File: src/rtl/vga_timing_pkg.sv
// vga_timing_pkg: shared 640x480@60 raster constants, phase encoding and coordinate width
package vga_timing_pkg;
  localparam int COORD_W = 10;
  localparam int DEF_H_VIDEO = 640;
  localparam int DEF_H_FRONT = 16;
  localparam int DEF_H_SYNC = 96;
  localparam int DEF_H_BACK = 48;
  localparam int DEF_V_VIDEO = 480;
  localparam int DEF_V_FRONT = 10;
  localparam int DEF_V_SYNC = 2;
  localparam int DEF_V_BACK = 33;
  localparam int H_TOTAL = DEF_H_VIDEO + DEF_H_FRONT + DEF_H_SYNC + DEF_H_BACK;
  localparam int V_TOTAL = DEF_V_VIDEO + DEF_V_FRONT + DEF_V_SYNC + DEF_V_BACK;
  typedef enum logic [1:0] {ACTIVE, FRONT, SYNC, BACK} phase_t;
  typedef enum logic {IDLE, RUN} run_t;
endpackage

File: src/rtl/vga_axis_counter.sv
// vga_axis_counter: one raster axis -- position counter, segment phase FSM and end-of-axis wrap
module vga_axis_counter
  import vga_timing_pkg::*;
#(
  parameter int VIDEO_LEN = DEF_H_VIDEO,
  parameter int FRONT_LEN = DEF_H_FRONT,
  parameter int SYNC_LEN = DEF_H_SYNC,
  parameter int BACK_LEN = DEF_H_BACK
) (
  input  logic               clk_0,
  input  logic               rst,
  input  logic               en,
  output logic [COORD_W-1:0] count,
  output phase_t             phase,
  output logic               wrap
);
  localparam logic [COORD_W-1:0] LAST_A = COORD_W'(VIDEO_LEN - 1);
  localparam logic [COORD_W-1:0] LAST_F = COORD_W'(VIDEO_LEN + FRONT_LEN - 1);
  localparam logic [COORD_W-1:0] LAST_S = COORD_W'(VIDEO_LEN + FRONT_LEN + SYNC_LEN - 1);
  localparam logic [COORD_W-1:0] LAST_B = COORD_W'(VIDEO_LEN + FRONT_LEN + SYNC_LEN + BACK_LEN - 1);
  phase_t phase_nx;
  logic last;
  // position counter, wraps to zero after the last back-porch count
  always_ff @(posedge clk_0 or negedge rst)
    if (!rst) count <= '0;
    else if (en) count <= last ? '0 : count + 1'b1;
  // phase state register
  always_ff @(posedge clk_0 or negedge rst)
    if (!rst) phase <= ACTIVE;
    else phase <= phase_nx;
  // next phase: step to the following segment when leaving a segment's final count
  always_comb
    phase_nx = !en ? phase :
               (phase == ACTIVE && count == LAST_A) ? FRONT :
               (phase == FRONT  && count == LAST_F) ? SYNC  :
               (phase == SYNC   && count == LAST_S) ? BACK  :
               (phase == BACK   && last)            ? ACTIVE : phase;
  // wrap flags the enabled step out of the final count of the axis
  always_comb begin
    last = count == LAST_B;
    wrap = en && last;
  end
endmodule

File: src/rtl/vga_timing_gen.sv
// vga_timing_gen: VGA raster timing source; define VGA_SYNC_ALIGN_EN to delay hsync/vsync by PIPE_DEPTH cycles
module vga_timing_gen
  import vga_timing_pkg::*;
#(
  parameter int H_VIDEO = DEF_H_VIDEO,
  parameter int H_FRONT = DEF_H_FRONT,
  parameter int H_SYNC = DEF_H_SYNC,
  parameter int H_BACK = DEF_H_BACK,
  parameter int V_VIDEO = DEF_V_VIDEO,
  parameter int V_FRONT = DEF_V_FRONT,
  parameter int V_SYNC = DEF_V_SYNC,
  parameter int V_BACK = DEF_V_BACK,
  parameter bit SYNC_ACTIVE_LOW = 1'b1,
  parameter int PIPE_DEPTH = 2
) (
  input  logic               clk_0,
  input  logic               rst,
  output logic [COORD_W-1:0] pixel_x,
  output logic [COORD_W-1:0] pixel_y,
  output logic               video_on,
  output logic               hsync,
  output logic               vsync,
  output logic               line_start,
  output logic               frame_start,
  output logic [7:0]         frame_count
);
  localparam logic SYNC_IDLE = SYNC_ACTIVE_LOW;
  localparam logic SYNC_ON = ~SYNC_ACTIVE_LOW;
  run_t state, state_nx;
  logic running, at_origin, h_wrap, unused_v_wrap, hs_r, vs_r;
  logic [COORD_W-1:0] h_cnt, v_cnt;
  phase_t h_ph, v_ph;
  vga_axis_counter #(
    .VIDEO_LEN(H_VIDEO), .FRONT_LEN(H_FRONT), .SYNC_LEN(H_SYNC), .BACK_LEN(H_BACK)
  ) u_h (
    .clk_0(clk_0), .rst(rst), .en(1'b1), .count(h_cnt), .phase(h_ph), .wrap(h_wrap)
  );
  vga_axis_counter #(
    .VIDEO_LEN(V_VIDEO), .FRONT_LEN(V_FRONT), .SYNC_LEN(V_SYNC), .BACK_LEN(V_BACK)
  ) u_v (
    .clk_0(clk_0), .rst(rst), .en(h_wrap), .count(v_cnt), .phase(v_ph), .wrap(unused_v_wrap)
  );
  // run-control state register; its first post-reset edge also retimes the release
  always_ff @(posedge clk_0 or negedge rst)
    if (!rst) state <= IDLE;
    else state <= state_nx;
  // leave IDLE on the first edge after reset and stay in RUN
  always_comb state_nx = RUN;
  // the origin only counts as a new frame once the raster has already been running
  always_comb begin
    running = state == RUN;
    at_origin = h_cnt == '0 && v_cnt == '0;
  end
  // register every output from the same counter snapshot so they describe one position
  always_ff @(posedge clk_0 or negedge rst)
    if (!rst) begin
      pixel_x <= '0;
      pixel_y <= '0;
      video_on <= 1'b0;
      line_start <= 1'b0;
      frame_start <= 1'b0;
      frame_count <= '0;
      hs_r <= SYNC_IDLE;
      vs_r <= SYNC_IDLE;
    end else begin
      pixel_x <= h_cnt;
      pixel_y <= v_cnt;
      video_on <= h_ph == ACTIVE && v_ph == ACTIVE;
      line_start <= h_cnt == '0;
      frame_start <= at_origin;
      frame_count <= frame_count + {7'd0, running && at_origin};
      hs_r <= h_ph == SYNC ? SYNC_ON : SYNC_IDLE;
      vs_r <= v_ph == SYNC ? SYNC_ON : SYNC_IDLE;
    end
`ifdef VGA_SYNC_ALIGN_EN
  logic [PIPE_DEPTH-1:0] hs_pipe, vs_pipe;
  // delay the syncs to line up with the renderer's colour pipeline
  always_ff @(posedge clk_0 or negedge rst)
    if (!rst) begin
      hs_pipe <= {PIPE_DEPTH{SYNC_IDLE}};
      vs_pipe <= {PIPE_DEPTH{SYNC_IDLE}};
    end else begin
      hs_pipe <= (hs_pipe << 1) | PIPE_DEPTH'(hs_r);
      vs_pipe <= (vs_pipe << 1) | PIPE_DEPTH'(vs_r);
    end
  assign hsync = hs_pipe[PIPE_DEPTH-1];
  assign vsync = vs_pipe[PIPE_DEPTH-1];
`else
  logic unused_pipe_depth;
  assign unused_pipe_depth = ^PIPE_DEPTH;
  assign hsync = hs_r;
  assign vsync = vs_r;
`endif
endmodule
File: config.mk
export PLATFORM = sky130hd
export DESIGN_NAME = vga_timing_gen
export DESIGN_NICKNAME = d
export VERILOG_FILES = /design/src/rtl/vga_timing_pkg.sv /design/src/rtl/vga_axis_counter.sv /design/src/rtl/vga_timing_gen.sv
export SDC_FILE = /design/constraint.sdc
export NUM_CORES = 1
export LEC_CHECK = 0
export ABC_AREA = 1
export CAP_MARGIN = 30
export CORE_UTILIZATION = 40
export DETAILED_ROUTE_END_ITERATION = 8
export GPL_TIMING_DRIVEN = 0
export HOLD_SLACK_MARGIN = 0.02
export PLACE_DENSITY_LB_ADDON = 0.15
export SLEW_MARGIN = 20
export SYNTH_ARGS = -nofsm -noshare
export SYNTH_HDL_FRONTEND = slang
export SYNTH_SLANG_ARGS = --single-unit
File: constraint.sdc
create_clock -name clk_0 -period 1.9 [get_ports clk_0]
set_input_delay 0.475 -clock clk_0 [delete_from_list [all_inputs] [get_ports clk_0]]
set_output_delay 0.475 -clock clk_0 [all_outputs]
set_load 0.05 [all_outputs]
==> flow_summary.json <==
{
  "pin_count_of_the_biggest_net_entering_global_routing": 59,
  "post_synth_num_cell_types": 30,
  "routed_wl_um": 5341,
  "grt-busiest-layer": "met2",
  "yosys.cell_count.top_type": "dfrtp_1",
  "dp_cells": 380,
  "power.clock.fraction_pct": 45.9,
  "sequentialPowerShare_pct": 52.8,
  "outcome": "complete, but fails checks",
  "post-route-worst-setup-slack_ns": -0.1477,
  "antenna_found_initial": 0,
  "ys_ff_latch": 58,
  "grt.met1_usage_pct": 23.54,
  "crit_type": "flip-flop to flip-flop",
  "yosys-mux-area-fraction_pct": 0,
  "vias_in_the_first_global_route": 1960,
  "synth_enable_flop_cells": 0,
  "startpoint_type": "flip-flop",
  "drive_gt1_share_pct": 23.26,
  "synth.largest_area_cell": "dfrtp_1",
  "tritoncts": "yes",
  "static-leakage-power_nw": 1.767,
  "cts_htree_levels": 3,
  "fmax_ghz": 0.4883,
  "required_ns": 2.14,
  "drt.antenna.violating_nets": 0,
  "dieHeight_um": 81.90,
  "adder_and_majority_cell_fraction_of_the_synthesized_area_pct": 3.430,
  "timing.hold.worst.class": "input pin to asynchronous set/reset pin",
  "maxCapViolations": 0,
  "power-per-cell-area_nw_per_um2": 683.6,
  "crit_fanout": 3,
  "first_pass_iteration_count_of_the_detailed_router": 4,
  "vdd_drop_max_v": 0.0006524,
  "netSwitchingPower_w": 0.0005090,
  "synth.avg_cell_area_um2": 9.423,
  "p_int_w": 0.001835,
  "postSynth.asyncResetShare_pct": 100.0,
  "synth.area.top_cells": "dfrtp_1 (55%), nand2_1 (6.6%), nand3_1 (6.5%), inv_1 (5.0%), nor2_1 (5.0%)",
  "gpl.final_weighted_congestion": 0.8754,
  "totalNegativeSetupSlack_ns": -0.3379,
  "tightest_slew_ns": 0.6950,
  "floorplan.die_area_um2": 6708,
  "synth_flop_cell": "dfrtp_1",
  "ys_top_cells_by_count": "dfrtp_1 (56), nand2_1 (45), inv_1 (34), nor2_1 (34), nand3_1 (33)",
  "rrSetupSlack_ns": -0.15,
  "synth_top_family_by_area": "simple AND/OR/NAND/NOR gates",
  "unrepaired_setup_endpoints_after_global_routing": "true",
  "io_buffers": 34,
  "grt_first_pass_wirelength_um": 9094,
  "slew_viol_final": 0,
  "routedWlPerCell_um": 12.75,
  "met2_track_usage_gr_pct": 28.43,
  "pwr-share-comb_pct": 1.3,
  "avg_vias_per_cell": 4.807,
  "power.share.switching_pct": 21.71,
  "grt_usage_pct": 19.09,
  "insertion_delay_to_the_later_sink_of_the_worst_skew_pair_ns": 0.34,
  "ys_warn_count": 0,
  "post_synthesis_cell_area_um2": 2554,
  "clockRootBuffer": "clkbuf_8",
  "synth.net_count": 280,
  "headroom_to_the_max_slew_limit_pct": 53.66,
  "netlist_instances": 271,
  "globalRoute.totalOverflow": 0,
  "site_rows": 28,
  "synth_compound_gate_area_share_pct": 3.871,
  "num_antenna_cells": 0,
  "cts_inserted_buffers": 9,
  "finalNonFillerCells": 419,
  "initial_utilization_pct": 42.38,
  "die_w_um": 81.90,
  "endpoint_arrival_time_on_the_critical_path_ns": 2.28,
  "drtIter0Drc": 84,
  "ios": 35,
  "synth_simple_gate_area_share_pct": 25.87,
  "setup_viol_count_final": 4,
  "cts.reportedPaths.clkPinSlew_ns": 0.07,
  "final.period_utilization_pct": 107.8,
  "worst_clock_skew_ns": 0.005720,
  "yosys.area.top_type_share_pct": 54.88,
  "critical_path.endpoint_type": "flip-flop",
  "cts-root-to-sink-buffers": 2,
  "core_area_um2": 6026,
  "fin_nets": 348,
  "syn2layout_area_growth_pct": 34.30,
  "min_period_ns": 2.048,
  "failing_checks": "negative setup slack",
  "finalHoldViolations": 0,
  "met3_usage_pct": 8.333,
  "detailedPlacementHpwl_um": 3435,
  "post_synth_xor_area_fraction_pct": 4.459,
  "via_count": 2014,
  "yosysSeqAreaShare_pct": 56.93,
  "clock_sink_count": 58,
  "drc_errors": 0
}
==> critical path, stage by stage (launching register included) <==
cell	delay [ns]
dfrtp_2	0.43
nor2_4	0.13
nand3_2	0.09
or2_4	0.27
nor3_4	0.20
and2_4	0.17
ha_4	0.14
ha_4	0.13
nand3_2	0.07
nand3b_1	0.18
xnor2_1	0.13
==> cell families after synthesis <==
| logic type | after synthesis |
|---|---|
| other | 1 |
| and+or+nand+nor | 138 |
| xor gates and xnor gates | 13 |
| AOI/OAI and AO/OA | 18 |
| adders and majority gates | 7 |
| DFF | 58 |
| buffers and inverters | 36 |
==> worst paths after layout <==
path	depth (start not counted)	from	endpoint
worst min-delay path	1	rst	frame_count[2]
worst max-delay path	10	u_h.count[4]	frame_count[6]
worst max register to register	10	u_h.count[4]	frame_count[6]
worst min register to register	0	u_h.count[9]	pixel_x[9]
max in group asynchronous	1	rst	u_v.count[0]
min in group clk_0	0	u_h.count[9]	pixel_x[9]
==> per-stage QoR <==
stage,power (W),setup slack [ns],utilization (%),cell area [µm²],hold WS (ns)
after global placement,0.001294,-1.404,50.00,3013,0.4189
after floorplan,0.001266,-0.2254,-,2579,0.1794
after CTS,0.002396,-0.1728,55.73,3358,0.1882
final,0.002344,-0.1477,56.91,3430,0.1776
after detailed placement,0.001294,-0.4206,49.96,3010,0.4261
after global routing,0.002450,-0.2269,56.91,3430,0.2296
==> placed cells by master, fill, tap and decap left out, types with 4 or more instances in the layout <==
cell type	count
buf_4	24
clkbuf_8	9
clkinv_2	4
dfrtp_1	50
dfrtp_2	6
dlygate4sd2_1	32
ha_4	4
inv_1	28
inv_2	8
nand2_1	45
nand3_1	28
nand3_2	5
nand4_1	8
nor2_1	30
nor2_4	5
nor3_1	6
o21ai_0	10
xnor2_1	5
xor2_1	7
==> timing repair <==
action                     in CTS  in global routing
pin swaps                      10                 10
setup buffers                  17                  6
setup endpoints to repair      40                  5
gates resized for setup        57                  7
hold buffers                    0                  0
gates cloned                    0                  0
==> layout make-up <==
| class | instances | area, µm² |
|---|---|---|
| fillers | 546 | 2596 |
| flip-flops and latches | 58 | 1461 |
| multi-input cells | 177 | 1084 |
| repair buffers | 57 | 470.5 |
| inverters | 36 | 135.1 |
| clock buffers | 10 | 127.6 |
| well taps | 75 | 93.84 |
| clock inverters | 6 | 57.56 |
==> routing by layer <==
| metal | routed length (µm) | up-vias | part of all wire (%) |
|---|---|---|---|
| li1 | - | 1004 | - |
| met1 | 2479 | 941 | 46 |
| met2 | 2426 | 56 | 45 |
| met3 | 292 | 13 | 5.5 |
| met4 | 143 | 0 | 2.7 |
| met5 | 0 | - | 0 |
==> registers in the layout, indices dropped and copies added, names as in the netlist <==
signal / flops
frame_count: 8
frame_start: 1
hsync: 1
line_start: 1
pixel_x: 10
pixel_y: 10
running: 1
u_h.count: 10
u_h.phase: 2
u_v.count: 10
u_v.phase: 2
video_on: 1
vsync: 1
==> power by group through the flow <==
| stage | clock network, W | logic [W] | registers, W |
|---|---|---|---|
| after floorplan | 0 | 0.000000579 | 0.00126 |
| after global placement | 0 | 0.0000328 | 0.00126 |
| after detailed placement | 0 | 0.0000329 | 0.00126 |
| after CTS | 0.00113 | 0.0000324 | 0.00124 |
| after global routing | 0.00118 | 0.0000365 | 0.00124 |
| final | 0.00108 | 0.0000299 | 0.00124 |
Power figures use the tool's default switching activity.
==> RTL change: new RTL, same flow settings <==
Build with the macro `VGA_SYNC_ALIGN_EN` defined.
--- a/src/rtl/vga_timing_gen.sv
+++ b/src/rtl/vga_timing_gen.sv
@@ -1,4 +1,6 @@
 // vga_timing_gen: VGA raster timing source; define VGA_SYNC_ALIGN_EN to delay hsync/vsync by PIPE_DEPTH cycles
+`define VGA_SYNC_ALIGN_EN
+
 module vga_timing_gen
   import vga_timing_pkg::*;
 #(
Behaviour: no difference found for any inputs over 10 cycles, from zero or initial values and one cycle with rst low; that may be too few to reach the edited logic, so the function may still have changed.
==> RTL change against the original RTL <==
  * The run still ends with setup timing left
  * Via count increased by 1.6%
  * Critical path depth did not move
  * Setup slack gained 0.15 ns
  * Final area increased by 3.0%
  * Wire length is 1.8% lower
  * Power up 9.0%
  * Sequential cell count up 4
  * Highest routed layer unchanged
  * Fmax increased by 7.7%
  * Non-clock buffer count shrank 1
  * First-iteration DRC count grew 7.1%
  * Synthesized area rose by 3.7%
==> RTL change: results (changes against the original RTL) <==
share of cells above drive strength 1 -> 22.1% (was 23.3%)
top cells by area, synth -> dfrtp_1 53%, nand2_1 7.2%, dfstp_2 6.0% (was dfrtp_1 55%, nand2_1 6.6%, nand3_1 6.5%)
Finish-stage setup viols -> 1 (was 4)
Tot GR Track Use -> 16.4% (was 19.1%)
initial antenna violation count -> 0 (unchanged)
Vias/cell -> 4.80 (was 4.81)
run status -> finished, violations left (unchanged)
Crit-path slowest cell -> dfrtp_2 (unchanged)
post-place setup slack -> -0.257 ns (was -0.421 ns)
synthesis warning total -> 0 (unchanged)
CP max stage delay -> 0.47 ns (was 0.43 ns)
failing checks -> setup timing (unchanged)
total wire length -> 5.24 mm (was 5.34 mm)
post-CTS resize count -> 41 (was 57)
Critical Path AT -> 2.15 ns (was 2.28 ns)
final setup margin -> -0.00194 ns (was -0.148 ns)
crit path max fanout -> 7 (was 3)
1st-iter DRT viols -> 90 (was 84)
Unique masters post-synth -> 23 (was 30)
Syn Nets -> 288 (was 280)
Worst VDD drop -> 425 uV (was 652 uV)
H-Tree Depth -> 3 (unchanged)
largest net degree at the start of global routing -> 34 (was 59)
synth cell count leaders -> 56 x dfrtp_1, 51 x nand2_1, 40 x inv_1, 34 x nor2_1, 24 x nand3_1 (was 56 x dfrtp_1, 45 x nand2_1, 34 x inv_1, 34 x nor2_1, 33 x nand3_1)
sequential fraction of the synthesis area -> 58.9% (was 56.9%)
setup bufs post-CTS -> 2 (was 17)
GRT met1 Usage -> 23.0% (was 23.5%)
port buffer count -> 34 (unchanged)
met3 Use GR -> 3.78% (was 8.33%)
DP HPWL -> 3.57 mm (was 3.43 mm)
Reg clk slew, reported paths -> 0.07 ns (about the same)
Total Nets Final -> 353 (was 348)
clk_lat worst skew -> 0.33 ns
leak pwr -> 1.81 nW (was 1.77 nW)
gpl congestion -> 0.865 (was 0.875)
first-pass GRT wire length -> 8.89 mm (was 9.09 mm)
number of global-route vias before repair -> 1878 (was 1960)
Fillers -> 586 (was 546)
GR Layer Usage met2 -> 23.7% (was 28.4%)
skew final -> 0.0101 ns (was 0.00572 ns)
## RTL change: cell types whose count changed after synthesis, sizes merged, moves of 2 or more
cell / unedited run / this run
a21oi: 3 / 6
buf: 0 / 2
dfstp: 2 / 6
inv: 36 / 40
nand2: 47 / 55
nand3: 33 / 24
nand3b: 1 / 3
nor2: 38 / 36
nor3: 8 / 10
o21ai: 13 / 9
xnor2: 6 / 2
xor2: 7 / 10
## RTL change: metal layers
| metal | wire length [um] | share of wire, % |
|---|---|---|
| met3 | 229 | 4.4 |
| met1 | 2570 | 49 |
| met4 | 97 | 1.8 |
| met2 | 2350 | 45 |
| met5 | 0 | 0 |
## RTL change: worst max-delay path: cells and delay by family, from the launching register on
kind | cells | cell delay, ns
xor gates and xnor gates | 1 | 0.15
adders and majority gates | 2 | 0.36
DFF | 1 | 0.47
and+or+nand+nor | 7 | 0.84
## RTL change: cell type report
class,instances,area (um^2),area share [%]
Multi-Input combinational cell,175,1020,29.0
Clock inverter,4,55.1,1.56
Clock buffer,12,155,4.39
Sequential cell,62,1570,44.4
Tap cell,77,96.3,2.73
Inverter,40,150,4.25
Buffer,2,22.5,0.638
Timing Repair Buffer,54,459,13.0
## RTL change: path summary, 6_finish.rpt
kind | start | end | cells after the start
worst min register to register | vs_pipe[0]$_DFF_PN1_ | vs_pipe[1]$_DFF_PN1_ | 0
min in group clk_0 | vs_pipe[0]$_DFF_PN1_ | vs_pipe[1]$_DFF_PN1_ | 0
worst max-delay path | u_h.count[5]$_DFF_PN0_ | frame_count[6]$_DFF_PN0_ | 10
worst min-delay path | rst | pixel_x[2]$_DFF_PN0_ | 1
max in group asynchronous | rst | vs_pipe[1]$_DFF_PN1_ | 2
worst max register to register | u_h.count[5]$_DFF_PN0_ | frame_count[6]$_DFF_PN0_ | 10
## RTL change: per-stage QoR
step / instance area [um^2] / cells / TNS (ns) / hold slack, ns / total power, W
after CTS: 3310 / 409 / -0.0922 / 0.0671 / 0.00259
after floorplan: 2650 / 279 / 0 / 0.179 / 0.00135
final: 3530 / 426 / -0.00194 / 0.0639 / 0.00255
after global placement: 3080 / 390 / -95.88 / 0.346 / 0.00138
after global routing: 3530 / 426 / -0.355 / 0.0871 / 0.00266
after detailed placement: 3100 / 391 / -0.589 / 0.348 / 0.00139
## RTL change: cell families (layout without fill, tap and decap cells)
logic type / Yosys count / count (layout) / synth area share (%)
flops: 62 / 62 / 58.9
fa+ha+maj: 7 / 7 / 3.31
compound gates: 17 / 17 / 3.40
simple gates: 138 / 138 / 23.8
buf+inv: 42 / 112 / 6.52
xor+xnor: 12 / 12 / 3.97
other cells: 1 / 1 / 0.142
## RTL change: where the power goes
part	switching (W)	total (W)	internal, W
Combinational	0.0000299	0.0000369	0.00000696
Clock	0.000512	0.00119	0.000683
Sequential	0.000000839	0.00132	0.00132
